### src/rtl/piso_pkg.sv
// Shared types and sizing helpers for the parallel-in/serial-out transmitter.
package piso_pkg;

  localparam int DEFAULT_WIDTH = 4;

  typedef enum logic {
    IDLE  = 1'b0,
    SHIFT = 1'b1
  } piso_state_t;

  // Bits needed to hold WIDTH-1; never less than one bit.
  function automatic int cnt_width(input int width);
    return (width > 2) ? $clog2(width) : 1;
  endfunction

endpackage

### src/rtl/piso_bit_cnt.sv
// Bits-remaining down-counter: loads WIDTH-1, decrements on enable, flags zero.
module piso_bit_cnt
  import piso_pkg::*;
#(
  parameter int WIDTH = DEFAULT_WIDTH
) (
  input  logic clk,
  input  logic rst_n,
  input  logic i_clr,
  input  logic i_load,
  input  logic i_dec,
  output logic o_zero
);

  localparam int CW = cnt_width(WIDTH);

  logic [CW-1:0] r_cnt;

  // Clear wins over load, load wins over decrement.
  always_ff @(posedge clk or negedge rst_n) begin
    if (!rst_n) begin
      r_cnt <= '0;
    end else if (i_clr) begin
      r_cnt <= '0;
    end else if (i_load) begin
      r_cnt <= CW'(WIDTH - 1);
    end else if (i_dec) begin
      r_cnt <= r_cnt - CW'(1);
    end
  end

  assign o_zero = (r_cnt == '0);

endmodule

### src/rtl/piso_shift_reg_ctrl.sv
// Parallel-in/serial-out shift register with load handshake and framing flags.
// Handshake: a word transfers on a rising edge where load_valid && load_ready && !abort; the source holds din_par/load_valid until then.
module piso_shift_reg_ctrl
  import piso_pkg::*;
#(
  parameter int   WIDTH     = DEFAULT_WIDTH,
  parameter bit   MSB_FIRST = 1'b1,
  parameter logic FILL_BIT  = 1'b0
) (
  input  logic             clk,
  input  logic             rst_n,
  input  logic [WIDTH-1:0] din_par,
  input  logic             load_valid,
  output logic             load_ready,
  input  logic             shift_en,
  input  logic             abort,
  output logic             dout,
  output logic             dout_valid,
  output logic             dout_last,
  output logic             busy
);

  piso_state_t      r_state;
  logic [WIDTH-1:0] r_shreg;
  logic [WIDTH-1:0] w_shifted;
  logic             w_zero;
  logic             w_in_shift;
  logic             w_accept;
  logic             w_shift;

  assign w_in_shift = (r_state == SHIFT);
  assign load_ready = !w_in_shift || (w_zero && shift_en);
  assign w_accept   = load_valid && load_ready && !abort;
  assign w_shift    = w_in_shift && shift_en && !w_zero && !abort;

  always_comb begin
    if (MSB_FIRST) w_shifted = {r_shreg[WIDTH-2:0], FILL_BIT};
    else           w_shifted = {FILL_BIT, r_shreg[WIDTH-1:1]};
  end

  // On the last bit, an accept reloads directly so the next word follows with no gap.
  always_ff @(posedge clk or negedge rst_n) begin
    if (!rst_n) begin
      r_state <= IDLE;
      r_shreg <= '0;
    end else if (abort) begin
      r_state <= IDLE;
      r_shreg <= '0;
    end else if (w_accept) begin
      r_state <= SHIFT;
      r_shreg <= din_par;
    end else if (w_shift) begin
      r_shreg <= w_shifted;
    end else if (w_in_shift && w_zero && shift_en) begin
      r_state <= IDLE;
    end
  end

  piso_bit_cnt #(.WIDTH(WIDTH)) u_bit_cnt (
    .clk    (clk),
    .rst_n  (rst_n),
    .i_clr  (abort),
    .i_load (w_accept),
    .i_dec  (w_shift),
    .o_zero (w_zero)
  );

  assign dout       = MSB_FIRST ? r_shreg[WIDTH-1] : r_shreg[0];
  assign dout_valid = w_in_shift;
  assign dout_last  = w_in_shift && w_zero;
  assign busy       = w_in_shift;

endmodule

### config.mk
export PLATFORM = sky130hd
export DESIGN_NAME = piso_shift_reg_ctrl
export DESIGN_NICKNAME = d
export VERILOG_FILES = /design/src/rtl/piso_pkg.sv /design/src/rtl/piso_bit_cnt.sv /design/src/rtl/piso_shift_reg_ctrl.sv
export SDC_FILE = /design/constraint.sdc
export NUM_CORES = 1
export LEC_CHECK = 0
export CAP_MARGIN = 20
export CORE_UTILIZATION = 25
export DETAILED_ROUTE_END_ITERATION = 10
export PLACE_DENSITY = 0.56
export SYNTH_ARGS = -nofsm -noshare
export SYNTH_HDL_FRONTEND = slang
export SYNTH_HIERARCHICAL = 1
export SYNTH_SLANG_ARGS = --single-unit
export TNS_END_PERCENT = 30
### constraint.sdc
create_clock -name clk -period 1.78 [get_ports clk]
set_input_delay 0.356 -clock clk [delete_from_list [all_inputs] [get_ports clk]]
set_output_delay 0.356 -clock clk [all_outputs]
set_load 0.02 [all_outputs]
==> run metrics, run 1 <==
run status=finished, final reports clean; DRC errors left=0; Post-Route Skew=around 0.00063 ns; crit-path cells=inv_1 -> ha_1 -> and2_1 -> dlygate4sd2_1; number of different library cells in the post-synthesis netlist=23; IO Port Bufs=13; final critical path time including I/O delays and setup=about 1.7 ns; Ant. Diodes=0; count of placed standard cells including taps=86; Tightest Hold Check Type=primary input to async pin; slowest cell on the critical path=sky130_fd_sc_hd__dfrtp_1; DR vias=between 300 and 400; M1 GR Usage=16.2%; drt total wl=roughly 940 um; power density of the placed cells=about 690 nW/um^2; met3 demand-to-capacity share in global routing=1.63%; clock transition at the register clock pins on the worst setup and hold paths after CTS=approximately 0.050 ns; largest fanout on the critical path=3; Arrival @ worst endpoint=around 1.3 ns; max-cap check violation count=0; met2 routing resource usage after global routing=12.9%; width of the die=roughly 45 um; initial cell density of the core=approximately a quarter; Setup Crit Path Kind=flip-flop to output port; fmax=roughly 600 MHz; share of the yosys chip area belonging to registers=roughly 39%; portion of synthesized cell area occupied by the leading cell type=about two fifths; Die Ht=roughly 45 um; Fin. Hold Viols=0; leakage power total=0.000285 uW; Data required, critical path=around 1.4 ns; switching power of the nets=~120 uW; detailed router's first-iteration violation count=2; area of the core=roughly 1700 um^2; switching portion of total power=between 20 and 30%; final standard cell area without fillers=around 660 um^2; CP endpoint kind=output port; CTS tree=built; DR vias/cell=~4.4; clock net sink count=7; Setup violations, final=0; number of global-route vias before repair=around 330; Synth area leaders=sky130_fd_sc_hd__dfrtp_1 39%, sky130_fd_sc_hd__a211oi_2 8.3%, sky130_fd_sc_hd__nor4bb_1 6.6%, sky130_fd_sc_hd__inv_1 5.0%, sky130_fd_sc_hd__o32a_1 4.4%; Final #Nets=76; source of the worst register-to-register timing path=u_bit_cnt/r_cnt[0]; final std cells w/o fill=90; slew margin rel.=between 70 and 80%; DIE AREA=approximately 2000 um^2; register share of total power=a little over 40%; worst hold slack=about 0.38 ns; final core area utilization=a little under two fifths; post-place instance area=636 um^2; total nets after synthesis=between 50 and 60; Inserted Clock Buffers=3; post-route fraction of the period consumed by the critical path=94.6%; clk buf depth=2; Synth Warn #=6; remaining number of nets flagged by the antenna check after routing=0; share of layout cells above drive strength 1=around 22%; number of H-tree branching levels=1; clock network power share=a little over 30%; Startpoint Class=flip-flop; clock latency on the worst-skew pair=around 0.24 ns; internal power=328 uW; delay of the slowest critical-path stage=~0.35 ns; first-pass GRT wire length=between 1500 and 2000 um; cell area after synthesis=roughly 450 um^2; Filler cells=182; Core Rows=15; number of top-level pins=14; busiest layer in global routing=met1; Pins Over Slew Limit=0; largest area contributor in the synthesized netlist=sky130_fd_sc_hd__dfrtp_1; maximum vdd ir drop=about 0.49 mV; maximum number of pins on one net before global-route repair=10; final estimated routing congestion in global placement=0.744; mean cell area of the mapped netlist=10.1 um^2; root buffer cell=sky130_fd_sc_hd__clkbuf_4; post-detailed-route wirelength per cell=around 10 um; drt first pass iters=4; number of instances in the synthesized netlist=45; pin slew with the least headroom to its limit=about 0.36 ns; half-perimeter wire length after detailed placement=between 700 and 800 um; setup repair after global routing missed its margin=false; origin of the worst setup path=u_bit_cnt/r_cnt[0]; combinational share of power=about 28%; Yosys reg bits=7; area growth from synthesis to final layout=44.8%; total global routing overflow=0; gr usage total=10.8%; initial antenna violation count=0
==> per-layer routing <==
metal | up-vias | routed length [um]
li1 | 205 | -
met1 | 175 | 507
met2 | 13 | 361
met3 | 2 | 53
met4 | 0 | 17
met5 | - | 0
==> critical path, delay by kind of cell, from the launching register on <==
family / cells / cell delay, ns
flops: 1 / 0.35
buf+inv: 2 / 0.36
simple gates: 1 / 0.16
fa+ha+maj: 1 / 0.22
==> cell usage after synthesis (all sizes together) <==
master	n
a211oi	3
nor2	1
nand2b	2
inv	6
o31ai	1
a21oi	2
a21bo	1
nor2b	2
and3	3
a31oi	1
dfrtp	7
ha	1
clkbuf	1
xnor2	1
nor4bb	3
and2	2
nand3	1
a2bb2oi	1
o32a	3
nand2	1
buf	2
==> placed cells by master (no fill, tap or decap), drive strengths merged, types with 3 or more instances in the layout <==
cell type      synthesis  final
a211oi                 3      3
clkbuf                 1      5
and3                   3      3
clkdlybuf4s50          0     11
nor4bb                 3      3
dfrtp                  7      7
o32a                   3      3
inv                    6      6
buf                    2      6
==> cells by family (layout without fill, tap and decap cells) <==
group / count (synthesis) / after routing / share of synthesized area (%)
buf+inv: 9 / 29 / 10.2
compound gates: 12 / 12 / 24.6
flops: 7 / 7 / 38.7
fa+ha+maj: 1 / 1 / 2.76
simple gates: 15 / 15 / 21.8
xor+xnor: 1 / 1 / 1.93
==> power groups by stage <==
| stage | logic (uW) | clock network [uW] | registers [uW] |
|---|---|---|---|
| after floorplan | 66.1 | 0 | 189 |
| after global placement | 131 | 0 | 185 |
| after detailed placement | 132 | 0 | 185 |
| after CTS | 130 | 145 | 182 |
| after global routing | 138 | 153 | 184 |
| final | 127 | 140 | 182 |
==> flip-flops by register name, summed over array words and instances, names as in the netlist <==
| signal | count |
|---|---|
| r_shreg | 4 |
| u_bit_cnt/r_cnt | 2 |
| busy | 1 |
==> cell type report <==
class / count / area (um^2) / share of cell area [%]
multi-input combinational: 29 / 231 / 35.3
inverter: 6 / 22.5 / 3.44
sequential: 7 / 175 / 26.7
timing repair buffer: 19 / 169 / 25.8
tap: 25 / 31.3 / 4.77
clock buffer: 4 / 26.3 / 4.01
==> worst paths after layout <==
kind,to,slack (ns),cells past startpoint
max in group asynchronous,r_shreg[0],1.17,1
worst max-delay path,dout_last,0.1,4
worst min register to register,r_shreg[2],0.52,1
min in group clk,r_shreg[2],0.52,1
worst max register to register,u_bit_cnt/r_cnt[0],0.25,8
worst min-delay path,u_bit_cnt/r_cnt[0],0.38,1
==> repair_timing <==
action	4_1_cts	5_1_grt
hold buffers	0	0
buffers inserted	0	0
endpoints found under the setup margin	2	1
resized for setup	3	1
==> stage by stage <==
| step | total power (uW) | setup WS, ns | TNS [ns] |
|---|---|---|---|
| 2_1_floorplan | 255 | 0.382 | 0 |
| 3_3_place_gp | 316 | -0.181 | -0.181 |
| 3_5_place_dp | 316 | -0.160 | -0.160 |
| 4_1_cts | 457 | 0.0297 | 0 |
| 5_1_grt | 475 | 0.0295 | 0 |
| 6_report | 450 | 0.0968 | 0 |
Power figures use the tool's default switching activity.
==> inputs of run 2 (changes only) <==
--- a/config.mk
+++ b/config.mk
@@ -5,6 +5,7 @@
 export SDC_FILE = /design/constraint.sdc
 export NUM_CORES = 1
 export LEC_CHECK = 0
+export ABC_AREA = 1
 export CAP_MARGIN = 20
 export CORE_UTILIZATION = 25
 export DETAILED_ROUTE_END_ITERATION = 10
==> constraint.sdc (replaced) <==
create_clock -name clk -period 1.6 [get_ports clk]
set_input_delay 0.32 -clock clk [delete_from_list [all_inputs] [get_ports clk]]
set_output_delay 0.32 -clock clk [all_outputs]
set_load 0.02 [all_outputs]
==> run 2 against run 1 <==
  * Core utilization grew 1.5 points
  * Critical endpoint is now dout
  * Clock skew grew 0.0024 ns
  * Largest cell class unchanged
  * Highest routed layer is now met3
  * Routed wire length rose by 12%
  * Power up 20%
  * Critical path depth decreased by 3
  * Sequential power up 13%
  * Critical path type unchanged
  * Final cell count grew 28%
==> run metrics, run 2 <==
total nets after synthesis=76 (was 55); Post-Route Skew=0.00305 ns (was 0.000632 ns); slack of the worst reg-to-reg path=0.12 ns (was 0.25 ns); initial cell density of the core=26.7% (was 26.5%); Fin. Hold Viols=0 (unchanged); clock transition at the register clock pins on the worst setup and hold paths after CTS=0.05 ns (about the same); Ant. Diodes=0 (unchanged); most common cell after layout, fill and taps aside=sky130_fd_sc_hd__nand2_1 (was sky130_fd_sc_hd__clkdlybuf4s50_1); number of different library cells in the post-synthesis netlist=14 (was 23); Synth Warn #=6 (unchanged); Arrival @ worst endpoint=1.18 ns (was 1.33 ns); number of H-tree branching levels=1 (unchanged); detailed router's first-iteration violation count=7 (was 2); DR vias/cell=4.12 (was 4.39); largest fanout on the critical path=2 (was 3); post-detailed-route wirelength per cell=9.14 um (was 10.4 um); kind of cell with the highest combined delay on the critical path=buffers and inverters (unchanged); CTS tree=built (unchanged); Bufs and invs on worst path=1 (was 2); root buffer cell=sky130_fd_sc_hd__clkbuf_4 (unchanged); pre-CTS setup slack=-0.271 ns (was -0.160 ns); clock net sink count=7 (unchanged); slew margin rel.=77.2% (was 75.8%); post-synthesis share of cell area spent on xor and xnor gates=0% (was 1.93%); delay of the slowest critical-path stage=0.60 ns (was 0.35 ns); post-CTS setup repair buffer count=0 (unchanged); most frequent cell after synthesis=sky130_fd_sc_hd__nand2_1 (was sky130_fd_sc_hd__dfrtp_1); largest area contributor in the synthesized netlist=sky130_fd_sc_hd__dfrtp_1 (unchanged); Synth area leaders=sky130_fd_sc_hd__dfrtp_1 38%, sky130_fd_sc_hd__nand2_1 14%, sky130_fd_sc_hd__inv_1 11%, sky130_fd_sc_hd__nand4_1 9.4%, sky130_fd_sc_hd__nand3_1 8.6% (was sky130_fd_sc_hd__dfrtp_1 39%, sky130_fd_sc_hd__a211oi_2 8.3%, sky130_fd_sc_hd__nor4bb_1 6.6%, sky130_fd_sc_hd__inv_1 5.0%, sky130_fd_sc_hd__o32a_1 4.4%); Startpoint Class=flip-flop (unchanged); DR vias=474 (was 395); DIE AREA=2040 um^2 (was 1990 um^2); setup TNS=0 ns (unchanged); number of flip-flops in the largest register=4 (unchanged); portion of netlist area occupied by mux cells=0% (unchanged); post-place instance area=681 um^2 (was 636 um^2); first-pass GRT wire length=1680 um (was 1500 um); Setup violations, final=0 (unchanged); total global routing overflow=0 (unchanged); drt total wl=1050 um (was 939 um); remaining number of nets flagged by the antenna check after routing=0 (unchanged); cell area after synthesis=467 um^2 (was 453 um^2); IO Port Bufs=13 (unchanged); portion of synthesized cell area occupied by the leading cell type=37.5% (was 38.7%); CP endpoint kind=output port (unchanged); commonest non-fill, non-tap cells in the layout=18 x sky130_fd_sc_hd__nand2_1, 14 x sky130_fd_sc_hd__inv_1, 9 x sky130_fd_sc_hd__clkdlybuf4s50_1 (was 11 x sky130_fd_sc_hd__clkdlybuf4s50_1, 7 x sky130_fd_sc_hd__dfrtp_1, 6 x sky130_fd_sc_hd__inv_1, 6 x sky130_fd_sc_hd__buf_4); max-cap check violation count=0 (unchanged); final standard cell area without fillers=697 um^2 (was 656 um^2); Setup Crit Path Kind=flip-flop to output port (unchanged); area growth from synthesis to final layout=49.3% (was 44.8%); crit-path cells=clkdlybuf4s50_1 (was inv_1 -> ha_1 -> and2_1 -> dlygate4sd2_1); post-route fraction of the period consumed by the critical path=93.8%; Inserted Clock Buffers=3 (unchanged); share of the yosys chip area belonging to registers=37.5% (was 38.7%); Die Ht=45.2 um (was 44.6 um); Synth Area in Compound Gates=5.90% (was 24.6%); Main synth FF type=sky130_fd_sc_hd__dfrtp_1 (unchanged); proportion of synthesized flip-flops having asynchronous set or reset=100% (unchanged); maximum number of pins on one net before global-route repair=9 (was 10); Pins Over Slew Limit=0 (unchanged); final critical-path setup slack=0.0996 ns (was 0.0968 ns); fmax=between 600 and 700 MHz; number of enable flip-flop cells after synthesis=0 (unchanged); Post-Synth Simple-Gate Area=39.4% (was 21.8%); run status=finished, final reports clean (unchanged); mean cell area of the mapped netlist=7.07 um^2 (was 10.1 um^2); area of the core=1750 um^2 (was 1710 um^2); largest register by flop count=r_shreg (unchanged); pin slew with the least headroom to its limit=0.340 ns (was 0.361 ns); DRC errors left=0 (unchanged); power density of the placed cells=774 nW/um^2 (was 686 nW/um^2); Synth top cells by count=18 x sky130_fd_sc_hd__nand2_1, 14 x sky130_fd_sc_hd__inv_1, 8 x sky130_fd_sc_hd__nand3_1 (was 7 x sky130_fd_sc_hd__dfrtp_1, 6 x sky130_fd_sc_hd__inv_1, 3 x sky130_fd_sc_hd__a211oi_2, 3 x sky130_fd_sc_hd__and3_1, 3 x sky130_fd_sc_hd__nor4bb_1); half-perimeter wire length after detailed placement=844 um (was 744 um); width of the die=45.2 um (was 44.6 um); clock latency on the worst-skew pair=0.25 ns (was 0.24 ns); number of instances in the synthesized netlist=66 (was 45); number of top-level pins=14 (unchanged); share of layout cells above drive strength 1=23.3% (was 21.5%); gr usage total=11.3% (was 10.8%); final critical path time including I/O delays and setup=roughly 1.5 ns; maximum vdd ir drop=0.359 mV (was 0.492 mV); total power=540 uW (was 450 uW); Data required, critical path=1.28 ns (was 1.42 ns); final estimated routing congestion in global placement=0.800 (was 0.744); main combinational cell family by area after synthesis=simple AND/OR/NAND/NOR gates (was compound AO/OA/AOI/OAI gates); clk buf depth=2 (unchanged); Tightest Hold Check Type=primary input to async pin (unchanged); post-synthesis share of cell area spent on full adders, half adders and majority gates=2.68% (was 2.76%); drt first pass iters=4 (unchanged); Yosys reg bits=7 (unchanged); Core Rows=15 (unchanged); Final #Nets=101 (was 76); number of global-route vias before repair=419 (was 331); leakage power total=0.000382 uW (was 0.000285 uW); slowest cell on the critical path=sky130_fd_sc_hd__clkdlybuf4s50_1 (was sky130_fd_sc_hd__dfrtp_1); initial antenna violation count=0 (unchanged)
==> run 2: cell count changes after synthesis, moves of 3 or more <==
cell,previous run,this run
sky130_fd_sc_hd__nand2_1,1,18
sky130_fd_sc_hd__inv_1,6,14
sky130_fd_sc_hd__nand3_1,1,8
sky130_fd_sc_hd__nand4_1,0,7
sky130_fd_sc_hd__a211oi_2,3,0
sky130_fd_sc_hd__and3_1,3,0
sky130_fd_sc_hd__nor4bb_1,3,0
==> run 2: path summary, 6_finish.rpt <==
path / start / end / depth (start not counted)
min reg2reg: r_shreg[0] / r_shreg[0] / 2
min in group clk: r_shreg[0] / r_shreg[0] / 2
min: rst_n / r_shreg[1] / 1
max: r_shreg[3] / dout / 1
max in group asynchronous: rst_n / u_bit_cnt/r_cnt[1] / 1
max reg2reg: u_bit_cnt/r_cnt[0] / u_bit_cnt/r_cnt[0] / 11
==> run 2: cell families after synthesis <==
family | after synthesis
AOI/OAI and AO/OA | 4
adders and majority gates | 1
buffers and inverters | 17
DFF | 7
and+or+nand+nor | 37
==> run 2: per-stage QoR <==
stage / util (%) / hold WS [ns] / std cells
6_report: 39.9 / 0.336 / 115
5_1_grt: 39.9 / 0.361 / 115
4_1_cts: 40.1 / 0.342 / 115
3_5_place_dp: 39.0 / 0.490 / 111
3_3_place_gp: 39.0 / 0.488 / 111
2_1_floorplan: - / 0.0244 / 66
==> run 2: area by class of cell <==
type / instances / area [um^2]
fillers: 200 / 1050
multi-input cells: 42 / 226
repair buffers: 21 / 178
flip-flops and latches: 7 / 175
inverters: 16 / 60.1
well taps: 25 / 31.3
clock buffers: 4 / 26.3
==> run 2: timing repair <==
item | CTS | global route
hold buffers | 0 | 0
endpoints found under the setup margin | 4 | 2
endpoints found under the hold margin | 0 | 0
gates resized for setup | 9 | 2
==> run 2: report_power, final <==
group	switching (uW)	total, uW	internal (uW)	leakage [uW]
clock network	67.0	162	95.3	0.0000150
registers	10.6	206	195	0.0000906
logic	89.5	172	82.3	0.000276
==> run 2: per-layer routing <==
| metal | up-vias | share of wire (%) | global-route usage [%] |
|---|---|---|---|
| met1 | 203 | 49 | 15.7 |
| li1 | 258 | - | - |
| met4 | 0 | 0 | 5.45 |
| met5 | - | 0 | 0 |
| met3 | 0 | 4.7 | 1.20 |
| met2 | 13 | 46 | 17.4 |
